==> src/rtl/thresholding_cfg_arbiter_if.sv <==
// Bundles the write, read, response and cfg-port handshakes of the thresholding config arbiter.
// The slave modport is the arbiter's view. The master modport is the view of the requesters and the core.
interface thresholding_cfg_arbiter_if #(
  parameter int unsigned A_BITS = 8,
  parameter int unsigned K      = 16
) ();
  logic              wr_vld;
  logic              wr_rdy;
  logic [A_BITS-1:0] wr_a;
  logic [K-1:0]      wr_d;
  logic              wr_ack_vld;
  logic              wr_ack_rdy;
  logic              rd_vld;
  logic              rd_rdy;
  logic [A_BITS-1:0] rd_a;
  logic              rq_vld;
  logic              rq_rdy;
  logic [K-1:0]      rq_d;
  logic              cfg_en;
  logic              cfg_we;
  logic [A_BITS-1:0] cfg_a;
  logic [K-1:0]      cfg_d;
  logic              cfg_rack;
  logic [K-1:0]      cfg_q;
  logic              err;

  modport slave (
    input  wr_vld, wr_a, wr_d, wr_ack_rdy, rd_vld, rd_a, rq_rdy, cfg_rack, cfg_q,
    output wr_rdy, wr_ack_vld, rd_rdy, rq_vld, rq_d, cfg_en, cfg_we, cfg_a, cfg_d, err
  );

  modport master (
    output wr_vld, wr_a, wr_d, wr_ack_rdy, rd_vld, rd_a, rq_rdy, cfg_rack, cfg_q,
    input  wr_rdy, wr_ack_vld, rd_rdy, rq_vld, rq_d, cfg_en, cfg_we, cfg_a, cfg_d, err
  );
endinterface

==> src/rtl/thresholding_cfg_arbiter.sv <==
// Round-robin sequencer of write/read requests onto the thresholding core cfg port, with
// credit-bounded readbacks, a show-ahead read-response FIFO and a single outstanding write ack.
module thresholding_cfg_arbiter #(
  parameter int unsigned A_BITS   = 8,
  parameter int unsigned K        = 16,
  parameter int unsigned RD_DEPTH = 4
) (
  input logic                      clk,
  input logic                      rst,
  thresholding_cfg_arbiter_if.slave bus
);

  localparam int unsigned CW = $clog2(RD_DEPTH + 1);
  localparam int unsigned PW = (RD_DEPTH > 1) ? $clog2(RD_DEPTH) : 1;
  localparam logic [CW-1:0] DepthC   = CW'(RD_DEPTH);
  localparam logic [CW:0]   DepthExt = (CW + 1)'(RD_DEPTH);
  localparam logic [PW-1:0] LastPtr  = PW'(RD_DEPTH - 1);

  logic              rr_wr_q;  // 1: write side wins a tie
  logic              cfg_en_q, cfg_we_q;
  logic [A_BITS-1:0] cfg_a_q;
  logic [K-1:0]      cfg_d_q;
  logic              wr_ack_vld_q;
  logic              err_q;
  logic [CW-1:0]     credit_q, credit_d;
  logic [CW-1:0]     count_q, count_d;
  logic [PW-1:0]     rd_ptr_q, wr_ptr_q;
  logic [K-1:0]      mem_q [RD_DEPTH];

  logic wr_elig, rd_elig, grant_wr, grant_rd;
  logic pop, push, outstanding;

  function automatic logic [PW-1:0] ptr_inc(input logic [PW-1:0] p);
    return (p == LastPtr) ? '0 : p + 1'b1;
  endfunction

  always_comb begin
    wr_elig  = bus.wr_vld && (!wr_ack_vld_q || bus.wr_ack_rdy);
    rd_elig  = bus.rd_vld && (credit_q != '0);
    grant_wr = !rst && wr_elig && (!rd_elig || rr_wr_q);
    grant_rd = !rst && rd_elig && !grant_wr;
  end

  // Anything issued but neither returned nor buffered still belongs to the core.
  always_comb begin
    outstanding = ({1'b0, credit_q} + {1'b0, count_q}) != DepthExt;
    pop         = (count_q != '0) && bus.rq_rdy;
    push        = bus.cfg_rack && outstanding;
  end

  always_comb begin
    credit_d = credit_q;
    case ({grant_rd, pop})
      2'b10:   credit_d = credit_q - 1'b1;
      2'b01:   credit_d = credit_q + 1'b1;
      default: credit_d = credit_q;
    endcase
    count_d = count_q;
    case ({push, pop})
      2'b10:   count_d = count_q + 1'b1;
      2'b01:   count_d = count_q - 1'b1;
      default: count_d = count_q;
    endcase
  end

  always_ff @(posedge clk) begin
    if (rst) begin
      rr_wr_q      <= 1'b1;
      cfg_en_q     <= 1'b0;
      cfg_we_q     <= 1'b0;
      cfg_a_q      <= '0;
      cfg_d_q      <= '0;
      wr_ack_vld_q <= 1'b0;
      err_q        <= 1'b0;
      credit_q     <= DepthC;
      count_q      <= '0;
      rd_ptr_q     <= '0;
      wr_ptr_q     <= '0;
    end else begin
      cfg_en_q <= grant_wr || grant_rd;
      cfg_we_q <= grant_wr;
      if (grant_wr) begin
        cfg_a_q <= bus.wr_a;
        cfg_d_q <= bus.wr_d;
      end else if (grant_rd) begin
        cfg_a_q <= bus.rd_a;
        cfg_d_q <= '0;
      end else begin
        cfg_a_q <= '0;
        cfg_d_q <= '0;
      end

      if (grant_wr) begin
        rr_wr_q <= 1'b0;
      end else if (grant_rd) begin
        rr_wr_q <= 1'b1;
      end

      // A new write accepted while the old ack drains keeps the ack high without a bubble.
      if (grant_wr) begin
        wr_ack_vld_q <= 1'b1;
      end else if (bus.wr_ack_rdy) begin
        wr_ack_vld_q <= 1'b0;
      end

      if (bus.cfg_rack && !outstanding) begin
        err_q <= 1'b1;
      end

      credit_q <= credit_d;
      count_q  <= count_d;
      if (push) begin
        wr_ptr_q <= ptr_inc(wr_ptr_q);
      end
      if (pop) begin
        rd_ptr_q <= ptr_inc(rd_ptr_q);
      end
    end
  end

  always_ff @(posedge clk) begin
    if (push) begin
      mem_q[wr_ptr_q] <= bus.cfg_q;
    end
  end

  assign bus.wr_rdy     = grant_wr;
  assign bus.rd_rdy     = grant_rd;
  assign bus.wr_ack_vld = wr_ack_vld_q;
  assign bus.rq_vld     = (count_q != '0);
  assign bus.rq_d       = mem_q[rd_ptr_q];
  assign bus.cfg_en     = cfg_en_q;
  assign bus.cfg_we     = cfg_we_q;
  assign bus.cfg_a      = cfg_a_q;
  assign bus.cfg_d      = cfg_d_q;
  assign bus.err        = err_q;

endmodule

==> src/flat_wrapper.sv <==
// flat-port wrapper written by rule: the top's interface ports become plain ports
module thresholding_cfg_arbiter_flat 
#(
  parameter int unsigned A_BITS   = 8,
  parameter int unsigned K        = 16,
  parameter int unsigned RD_DEPTH = 4
)
  (clk, rst, bus_wr_vld, bus_wr_a, bus_wr_d, bus_wr_ack_rdy, bus_rd_vld, bus_rd_a, bus_rq_rdy, bus_cfg_rack, bus_cfg_q, bus_wr_rdy, bus_wr_ack_vld, bus_rd_rdy, bus_rq_vld, bus_rq_d, bus_cfg_en, bus_cfg_we, bus_cfg_a, bus_cfg_d, bus_err);
  thresholding_cfg_arbiter_if #(.A_BITS(A_BITS), .K(K)) bus_i ();
  input logic clk;
  input logic rst;
  input wire logic [$bits(bus_i.wr_vld)-1:0] bus_wr_vld;
  input wire logic [$bits(bus_i.wr_a)-1:0] bus_wr_a;
  input wire logic [$bits(bus_i.wr_d)-1:0] bus_wr_d;
  input wire logic [$bits(bus_i.wr_ack_rdy)-1:0] bus_wr_ack_rdy;
  input wire logic [$bits(bus_i.rd_vld)-1:0] bus_rd_vld;
  input wire logic [$bits(bus_i.rd_a)-1:0] bus_rd_a;
  input wire logic [$bits(bus_i.rq_rdy)-1:0] bus_rq_rdy;
  input wire logic [$bits(bus_i.cfg_rack)-1:0] bus_cfg_rack;
  input wire logic [$bits(bus_i.cfg_q)-1:0] bus_cfg_q;
  output wire logic [$bits(bus_i.wr_rdy)-1:0] bus_wr_rdy;
  output wire logic [$bits(bus_i.wr_ack_vld)-1:0] bus_wr_ack_vld;
  output wire logic [$bits(bus_i.rd_rdy)-1:0] bus_rd_rdy;
  output wire logic [$bits(bus_i.rq_vld)-1:0] bus_rq_vld;
  output wire logic [$bits(bus_i.rq_d)-1:0] bus_rq_d;
  output wire logic [$bits(bus_i.cfg_en)-1:0] bus_cfg_en;
  output wire logic [$bits(bus_i.cfg_we)-1:0] bus_cfg_we;
  output wire logic [$bits(bus_i.cfg_a)-1:0] bus_cfg_a;
  output wire logic [$bits(bus_i.cfg_d)-1:0] bus_cfg_d;
  output wire logic [$bits(bus_i.err)-1:0] bus_err;
  assign bus_i.wr_vld = bus_wr_vld;
  assign bus_i.wr_a = bus_wr_a;
  assign bus_i.wr_d = bus_wr_d;
  assign bus_i.wr_ack_rdy = bus_wr_ack_rdy;
  assign bus_i.rd_vld = bus_rd_vld;
  assign bus_i.rd_a = bus_rd_a;
  assign bus_i.rq_rdy = bus_rq_rdy;
  assign bus_i.cfg_rack = bus_cfg_rack;
  assign bus_i.cfg_q = bus_cfg_q;
  assign bus_wr_rdy = bus_i.wr_rdy;
  assign bus_wr_ack_vld = bus_i.wr_ack_vld;
  assign bus_rd_rdy = bus_i.rd_rdy;
  assign bus_rq_vld = bus_i.rq_vld;
  assign bus_rq_d = bus_i.rq_d;
  assign bus_cfg_en = bus_i.cfg_en;
  assign bus_cfg_we = bus_i.cfg_we;
  assign bus_cfg_a = bus_i.cfg_a;
  assign bus_cfg_d = bus_i.cfg_d;
  assign bus_err = bus_i.err;
  thresholding_cfg_arbiter #(.A_BITS(A_BITS), .K(K), .RD_DEPTH(RD_DEPTH)) u_core (.clk(clk), .rst(rst), .bus(bus_i));
endmodule
==> config.mk <==
export PLATFORM = sky130hd
export DESIGN_NAME = thresholding_cfg_arbiter_flat
export DESIGN_NICKNAME = d
export VERILOG_FILES = /design/src/rtl/thresholding_cfg_arbiter_if.sv /design/src/rtl/thresholding_cfg_arbiter.sv /design/src/flat_wrapper.sv
export SDC_FILE = /design/constraint.sdc
export NUM_CORES = 1
export LEC_CHECK = 0
export CAP_MARGIN = 30
export CELL_PAD_IN_SITES_DETAIL_PLACEMENT = 2
export CELL_PAD_IN_SITES_GLOBAL_PLACEMENT = 2
export CORE_ASPECT_RATIO = 1.4
export CORE_MARGIN = 10
export CORE_UTILIZATION = 33
export DETAILED_ROUTE_END_ITERATION = 10
export PLACE_DENSITY = 0.81
export REMOVE_ABC_BUFFERS = 1
export SYNTH_ARGS = -nofsm -noshare
export SYNTH_HDL_FRONTEND = slang
export SYNTH_SLANG_ARGS = --single-unit
==> constraint.sdc <==
create_clock -name clk -period 3.6 [get_ports clk]
set_input_delay 0.72 -clock clk [delete_from_list [all_inputs] [get_ports clk]]
set_output_delay 0.72 -clock clk [all_outputs]
set_load 0.02 [all_outputs]
# == Word-level counts from Yosys, hierarchy flattened ==
# Memory sizes are Yosys's and may differ from the RTL's. A register that Yosys moved wholly into a read port is not among the register bits.
# Cells that the tools add are included.
# word_totals
ff_bits,39
mem_bits_rw,64
input_bits,55
output_inout_bits,47
word_cells,65
n_memories,1
# op_classes
add_sub_neg,7
n_eq_ne,7
mux,14
n_bitwise,1
n_reduce_logical,24
# mem_list
memory,depth,word_bits,read_ports,rd_ports_with_merged_regs,write_ports,line_no,rtl
u_core.mem_q,4,16,1,1,1,thresholding_cfg_arbiter.sv:28,logic [K-1:0] mem_q [RD_DEPTH];
# op_table
operator,n
$mux 8,2
$pmux 3 s2,2
$logic_and 1x1->1,9
$eq 2x2->1 const B,4
$mux 2,4
$reduce_bool 2->1,4
$add 3x1->3 const B,2
$mux 1,6
$reduce_bool 3->1,2
$sub 3x1->3 const B,2
$logic_not 1->1,5
$add 2x1->2 const B,2
$add 3x3->4,1
$eq 2x1->1 const B,2
$ne 4x3->1 const B,1
$logic_or 1x1->1,3
$reduce_or 2->1,1
$not 1->1,1

# == Depth between registers and ports, before layout ==
# Gate-level depths: netlist (run 1).
# depth
ltp_word,9
mapped_depth,13
depth_no_buf,13

# == Least setup slack after synthesis (run 1) ==
# Ideal clock, no wire load.
# synth_timing
path_type,input port to flip-flop
start,input rst
end,register u_core.credit_q[2]
setup_time_ps,132
arrival_ps,2951
required_ps,3468
path_slack_ps,517
path_stages,11
path_cell_list,clkbuf_1 and3b_1 clkbuf_1 nor2b_1 inv_1 ha_1 inv_1 fa_1 xor2_1 o21ai_0 or3b_2
# synth_between
elab_chain_cells,7
# synth_lines
element,line_no,rtl
"start, declared",flat_wrapper.sv:11,input logic rst;
$logic_not 1->1 *,"thresholding_cfg_arbiter.sv:40, thresholding_cfg_arbiter.sv:41",
$logic_and 1x1->1 (2 in a row),thresholding_cfg_arbiter.sv:40,grant_wr = !rst && wr_elig && (!rd_elig || rr_wr_q);
$logic_not 1->1,thresholding_cfg_arbiter.sv:41,grant_rd = !rst && rd_elig && !grant_wr;
$logic_and 1x1->1 *,thresholding_cfg_arbiter.sv:41,
net bus_rd_rdy,flat_wrapper.sv:23,output wire logic [$bits(bus_i.rd_rdy)-1:0] bus_rd_rdy;
$eq 2x1->1 or $eq 2x2->1 (tied branches),thresholding_cfg_arbiter.sv:53,"case ({grant_rd, pop})"
$pmux 3 s2 or $reduce_bool 2->1 (tied branches),-,
"end signal, assigned",thresholding_cfg_arbiter.sv:75,credit_q <= DepthC;
"end signal, assigned",thresholding_cfg_arbiter.sv:110,credit_q <= credit_d;
"end, declared",thresholding_cfg_arbiter.sv:25,"logic [CW-1:0] credit_q, credit_d;"
# The timed path passes the listed nets; every way through them passes the cells marked *.
# A chain may end at the register's enable or synchronous reset.

# == Worst setup path after layout (run 1) ==
# layout_timing
start,input bus_rd_vld
end,output bus_wr_rdy
# layout_between
elab_chain_cells,4
# layout_lines
element,line_no,rtl
"start, declared",flat_wrapper.sv:16,input wire logic [$bits(bus_i.rd_vld)-1:0] bus_rd_vld;
$logic_and 1x1->1,thresholding_cfg_arbiter.sv:39,rd_elig = bus.rd_vld && (credit_q != '0);
$logic_not 1->1,thresholding_cfg_arbiter.sv:40,
$logic_or 1x1->1,thresholding_cfg_arbiter.sv:40,
$logic_and 1x1->1,thresholding_cfg_arbiter.sv:40,
"end, declared",flat_wrapper.sv:21,output wire logic [$bits(bus_i.wr_rdy)-1:0] bus_wr_rdy;
# No other way between the ends.

==> qor.yml, run 1 <==
status: "completed"
vias_per_cell: 4.717
cts.sink_count: 105
place_ws_ns: 0.1098
slew_violations: 0
dieArea_mm2: 0.01681
p_int_mw: 2.789
syn_area_per_cell_um2: 15.74
crit_type: "input port to output pin"
place_hpwl_mm: 7.942
clkTransAtPathRegs_ns: 0.06
clockRootBuffer: "clkbuf_16"
drive_gt1_share_pct: 11.75
die_y_um: 149.5
crit_chain: "clkdlybuf4s50_1, nor2b_1, a2111oi_4, buf_4, clkdlybuf4s50_1"
crit_top_cell: "clkdlybuf4s50_1"
slew_headroom_pct: 47.18
rsz0062_at_grt: "no"
maxCapViolCount: 0
crit_path_start_kind: "input port"
tightest_slew_ns: 0.7913
hold-path-cell-count: 2
ys_async_sr_fraction_pct: 0
grt_overflow_total: 0
io_pins: 102
p_leak_nw: 1.923
globalRouteTotalUtil_pct: 12.57
synth_cell_types: 34
p_seq_share_pct: 40.5
worst-path-buf-inv: 3
port_buffers: 101
fin_crit_sh_pct: 96.26
grt_max_degree: 35
clkLatencyLatePin_ns: 0.33
ys_warn_count: 0
wl_mm: 10.51
cp_top_family: "buffers and inverters"
grt_pass1_wl_mm: 16.28
worst_ep_required_time_ns: 2.88
finalNonFillerCells: 513
cts_setup_buffers: 0
initial_utilization_pct: 33.59
final_hold_viol_count: 0
yosysSeqAreaShare_pct: 69.43
place.gp.congestion: 0.6990
fin_ws_ns: 0.1346
worstHoldPathType: "flip-flop to flip-flop"
antenna_found_initial: 0
cts.hold.buffers_added: 0
switching_power_mw: 1.239
drt_iter0_markers: 108
skew_ns: 0.007672
wire_per_inst_um: 20.48
ctsResizeCount: 0
drc_errors: 0
slowest_stage: "clkdlybuf4s50_1"
end_kind: "output pin"
max_freq_ghz: 0.2886
grt_pass1_vias: 2781
rows: 47
nNetsFinal: 429
cp-startpoint: "bus_rd_vld"
clk_path_buf_depth: 2
synth_edf_count: 64
multi_input_area_mm2: 0.001116
sw_frac_of_total_pct: 30.75
grt_use_met1_pct: 13.15
area_delta_synth_final_pct: 38.68
cp.depth: 5
dp_cells: 497
final-seq-area_mm2: 0.002743
clkPwrFrac_pct: 25.8
min_period_ns: 3.465
drt_first_pass_iters: 4
num_antenna_cells: 0
p_per_area_mw_per_mm2: 735.3
cts_tree: "done"
cp.arrival_ns: 2.75
worstHoldStart: "u_core.bus.err"
setup_viol: 0
cts_buffers: 9
busiest_layer: "met2"
die_width_um: 112.5
ir_drop_mv: 0.2359
vias: 2420
syn_inst: 251
synth_seq_cells: 105
grtUsageMet2_pct: 22.68
n_fill_cell: 1158
met3_usage_pct: 4.848
combPwrFrac_pct: 33.7
cts_max_level: 3
reg2regPathDepth: 13
slowest_delay_ns: 0.67
synth_flop_cell: "edfxtp_1"
core_area_mm2: 0.01176
syn_area_mm2: 0.003950
path_max_fanout: 34
ant_nets: 0
rr_startpoint: "u_core.credit_q[0]"
-- sequential cells by signal, indices dropped and copies added, names as in the netlist, named ones only --
signal and cells:
u_core.bus.cfg_we 1, u_core.rr_wr_q 1, u_core.bus.wr_ack_vld 1, u_core.count_q 3, u_core.bus.cfg_d 16, u_core.credit_q 3
u_core.bus.err 1, u_core.bus.cfg_a 8, u_core.bus.cfg_en 1, u_core.rd_ptr_q 2, u_core.wr_ptr_q 2, u_core.mem_q 64
-- logic make-up after synthesis --
kind of cell    after synthesis  share of synthesized area, %
flops                       105                         69.43
mux                          19                         9.915
buf+inv                      22                         2.312
xor+xnor                      4                        0.8868
compound gates               22                         3.801
simple gates                 66                         8.964
fa+ha+maj                    13                         4.688
-- cell usage in the layout, fill, tap and decap left out, drive strengths merged, types with 7 or more instances in the layout --
master         netlist  routed
and2                21      21
nor2                 7       7
buf                  4       8
ha                  10      10
clkbuf               6      10
inv                 12      13
clkdlybuf4s50        0     101
o21ai               11      11
edfxtp              64      64
mux4                16      16
dfxtp               41      41
nand2               20      20
-- worst register-to-register path, delay by kind of cell, from the launching register on --
family                   cells  cell delay (ns)
adder cells (fa/ha/maj)      4             1.16
AND/OR/NAND/NOR              3             0.83
flip-flops                   1             0.43
AO/OA/AOI/OAI                2             0.42
buffers and inverters        3             0.25
XOR/XNOR                     1             0.16
-- stage by stage --
step	instance area, um^2	power (mW)	hold slack (ns)	setup TNS, ns	utilization, %
after floorplan	3904	2.412	0.4467	-0.1991	-
after global placement	5159	2.958	0.4727	0	43.86
after detailed placement	5159	3.049	0.4667	0	43.86
after CTS	5478	4.110	0.4818	0	46.57
after global routing	5478	4.280	0.5251	0	46.57
final	5478	4.028	0.4766	0	46.57
-- synthesized netlist by cell type (2+ instances only) --
cell type | count | share of area, %
ha_1 | 10 | 3.2
nor2_1 | 7 | 0.67
buf_2 | 2 | 0.25
o21ai_0 | 11 | 1.4
o21bai_1 | 2 | 0.38
clkbuf_1 | 4 | 0.38
nor2b_1 | 4 | 0.63
xor2_1 | 4 | 0.89
nor3_1 | 2 | 0.25
fa_1 | 3 | 1.5
a21oi_1 | 4 | 0.51
dfxtp_1 | 41 | 21
clkbuf_2 | 2 | 0.25
nand2b_1 | 4 | 0.63
inv_1 | 12 | 1.1
and2_1 | 21 | 3.3
or3_1 | 3 | 0.48
nand2_1 | 20 | 1.9
edfxtp_1 | 64 | 49
mux4_2 | 16 | 9.1
mux2i_1 | 2 | 0.51
-- per-layer routing --
metal / routed length [um] / up-vias / part of all wire (%)
met5: 0 / - / 0
met4: 98 / 0 / 0.93
met3: 676 / 7 / 6.4
met2: 5732 / 69 / 55
met1: 3998 / 1221 / 38
li1: - / 1123 / -
-- final timing paths --
kind	slack, ns	endpoint
worst min-delay path	0.48	u_core.bus.err
worst max-delay path	0.13	bus_wr_rdy
worst max register to register	0.30	u_core.count_q[2]
worst min register to register	0.48	u_core.bus.err
-- power by group through the flow --
stage | registers, mW | clock network [mW] | logic, mW
2_1_floorplan | 1.68 | 0 | 0.733
3_3_place_gp | 1.63 | 0 | 1.32
3_5_place_dp | 1.66 | 0 | 1.39
4_1_cts | 1.64 | 1.07 | 1.40
5_1_grt | 1.66 | 1.13 | 1.49
6_report | 1.63 | 1.04 | 1.36
-- layout make-up --
type / instances / area share, %
sequential: 105 / 50.07
clock inverter: 6 / 1.645
inverter: 12 / 0.8223
timing repair buffer: 109 / 19.55
tap: 147 / 3.358
multi-input combinational: 124 / 20.37
clock buffer: 10 / 4.180
Power figures use the tool's default switching activity.
==> inputs of run 2 (changes only) <==
- CORE_MARGIN: 10 -> default
- CTS_CLUSTER_SIZE: default -> 24
- SETUP_SLACK_MARGIN: default -> 0.15
==> run 2 against run 1 <==
Compared with the run above: utilization rose by 0.68 points; first-iteration DRC count down 40%; global-route usage grew 3.5 points; final area is 0.71% lower; non-clock buffer count increased by 1; largest cell class unchanged; highest routed layer unchanged.
==> qor.yml, run 2 (synthesized netlist as in run 1, its figures left out) <==
slew_headroom_pct: 46.07
clkLatencyLatePin_ns: 0.35
antenna_found_initial: 0
r2r_end: "u_core.count_q[2]"
core_area_mm2: 0.01151
num_antenna_cells: 0
dieArea_mm2: 0.01242
initial_utilization_pct: 34.32
tightest_slew_ns: 0.8078
drive_gt1_share_pct: 12.26
wire_per_inst_um: 18.54
p_per_area_mw_per_mm2: 715.9
end_kind: "output pin"
worst_ep_required_time_ns: 2.88
min_to: "u_core.rr_wr_q"
n_fill_cell: 1131
grt_pass1_vias: 2741
place.gp.congestion: 0.7199
max_freq_ghz: 0.2978
crit_top_cell: "clkdlybuf4s50_1"
maxCapViolCount: 0
ir_drop_mv: 0.2463
drt_iter0_markers: 65
cts.sink_count: 105
slowest_delay_ns: 0.62
reg2regPathDepth: 13
skew_ns: 0.006504
clkTransAtPathRegs_ns: 0.07
nNetsFinal: 430
grt_overflow_total: 0
worstHoldStart: "u_core.rr_wr_q"
drc_errors: 0
rsz0062_at_grt: "yes"
area_delta_synth_final_pct: 37.69
final_cell_mix: "clkdlybuf4s50_1 (101), edfxtp_1 (64), dfxtp_1 (41)"
min_period_ns: 3.358
fin_util_pct: 47.25
hold-path-cell-count: 1
grt_pass1_wl_mm: 14.73
p_leak_nw: 1.915
io_pins: 102
rows: 46
final_common_cell: "clkdlybuf4s50_1"
vias: 2405
finalNonFillerCells: 511
grt_max_degree: 35
status: "completed"
place_hpwl_mm: 6.874
cts_buffers: 9
fin_crit_sh_pct: 93.27
path_max_fanout: 17
clockRootBuffer: "clkbuf_16"
final_hold_viol_count: 0
cts.hold.buffers_added: 0
clk_path_buf_depth: 2
die_y_um: 131.5
worstHoldPathType: "flip-flop to flip-flop"
vias_per_cell: 4.706
reg2reg_slack_ns: 0.30
cts_tree: "done"
dp_cells: 494
crit_type: "input port to output pin"
postLayoutCellArea_mm2: 0.005439
setup_viol: 0
cp.arrival_ns: 2.64
cts_max_level: 3
drt_first_pass_iters: 4
port_buffers: 101
wl_mm: 9.472
largest_reg_flops: 64
placed_area_mm2: 0.005155
crit_path_start_kind: "input port"
ant_nets: 0
slew_violations: 0
tns_ns: 0
rr_startpoint: "u_core.credit_q[0]"
crit_chain: "clkdlybuf4s50_1, nor2b_1, a2111oi_4, buf_6, clkdlybuf4s50_1"
slowest_stage: "clkdlybuf4s50_1"
globalRouteTotalUtil_pct: 16.12
die_width_um: 94.47
largest-register: "u_core.mem_q"
==> run 2: timing repair <==
| item | 4_1_cts | 5_1_grt |
|---|---|---|
| pin swaps | 0 | 1 |
| resized for setup | 1 | 1 |
| cloned | 0 | 1 |
| setup endpoints to repair | 1 | 2 |
| buffers inserted | 0 | 0 |
==> run 2: cell type report <==
type / count / area, um^2 / area share [%]
inverter: 12 / 45.04 / 0.8282
sequential: 105 / 2743 / 50.43
tap: 144 / 180.2 / 3.313
clock buffer: 10 / 229.0 / 4.210
multi-input combinational: 124 / 1120 / 20.59
timing repair buffer: 110 / 1080 / 19.85
clock inverter: 6 / 42.54 / 0.7821
==> run 2: worst max-delay path by stage <==
stage,start,endpoint,cells after the start,slack (ns)
after detailed placement,bus_rd_vld,bus_wr_rdy,5,0.15
after global routing,u_core.credit_q[0],u_core.count_q[2],13,0.13
after global placement,bus_rd_vld,bus_wr_rdy,5,0.21
after floorplan,bus_rd_vld,u_core.credit_q[2],10,-0.20
final,bus_rd_vld,bus_wr_rdy,5,0.24
after CTS,bus_rd_vld,bus_wr_rdy,5,0.21
==> run 2: power breakdown <==
part           switching, mW  internal [mW]  total, mW
logic                  0.702          0.656       1.36
registers              0.105           1.52       1.63
clock network          0.434          0.474      0.908
total                   1.24           2.65       3.89
==> run 2: through the flow <==
stage | hold WS (ns) | setup WS (ns) | power (mW)
6_report | 0.4984 | 0.2423 | 3.894
5_1_grt | 0.5217 | 0.1334 | 4.125
4_1_cts | 0.5028 | 0.2137 | 3.951
3_5_place_dp | 0.4821 | 0.1463 | 3.029
3_3_place_gp | 0.4761 | 0.2067 | 2.945
2_1_floorplan | 0.4467 | -0.1991 | 2.412
==> run 2: worst max-delay path: cells and delay by family <==
| family | cells | cell delay [ns] |
|---|---|---|
| compound gates | 1 | 0.46 |
| simple gates | 1 | 0.19 |
| buf+inv | 3 | 1.28 |
==> run 2: per-layer routing <==
metal	wire (um)	global-route usage, %
met3	449	3.762
met5	0	0
met2	5257	29.79
met1	3635	17.71
met4	130	5.051
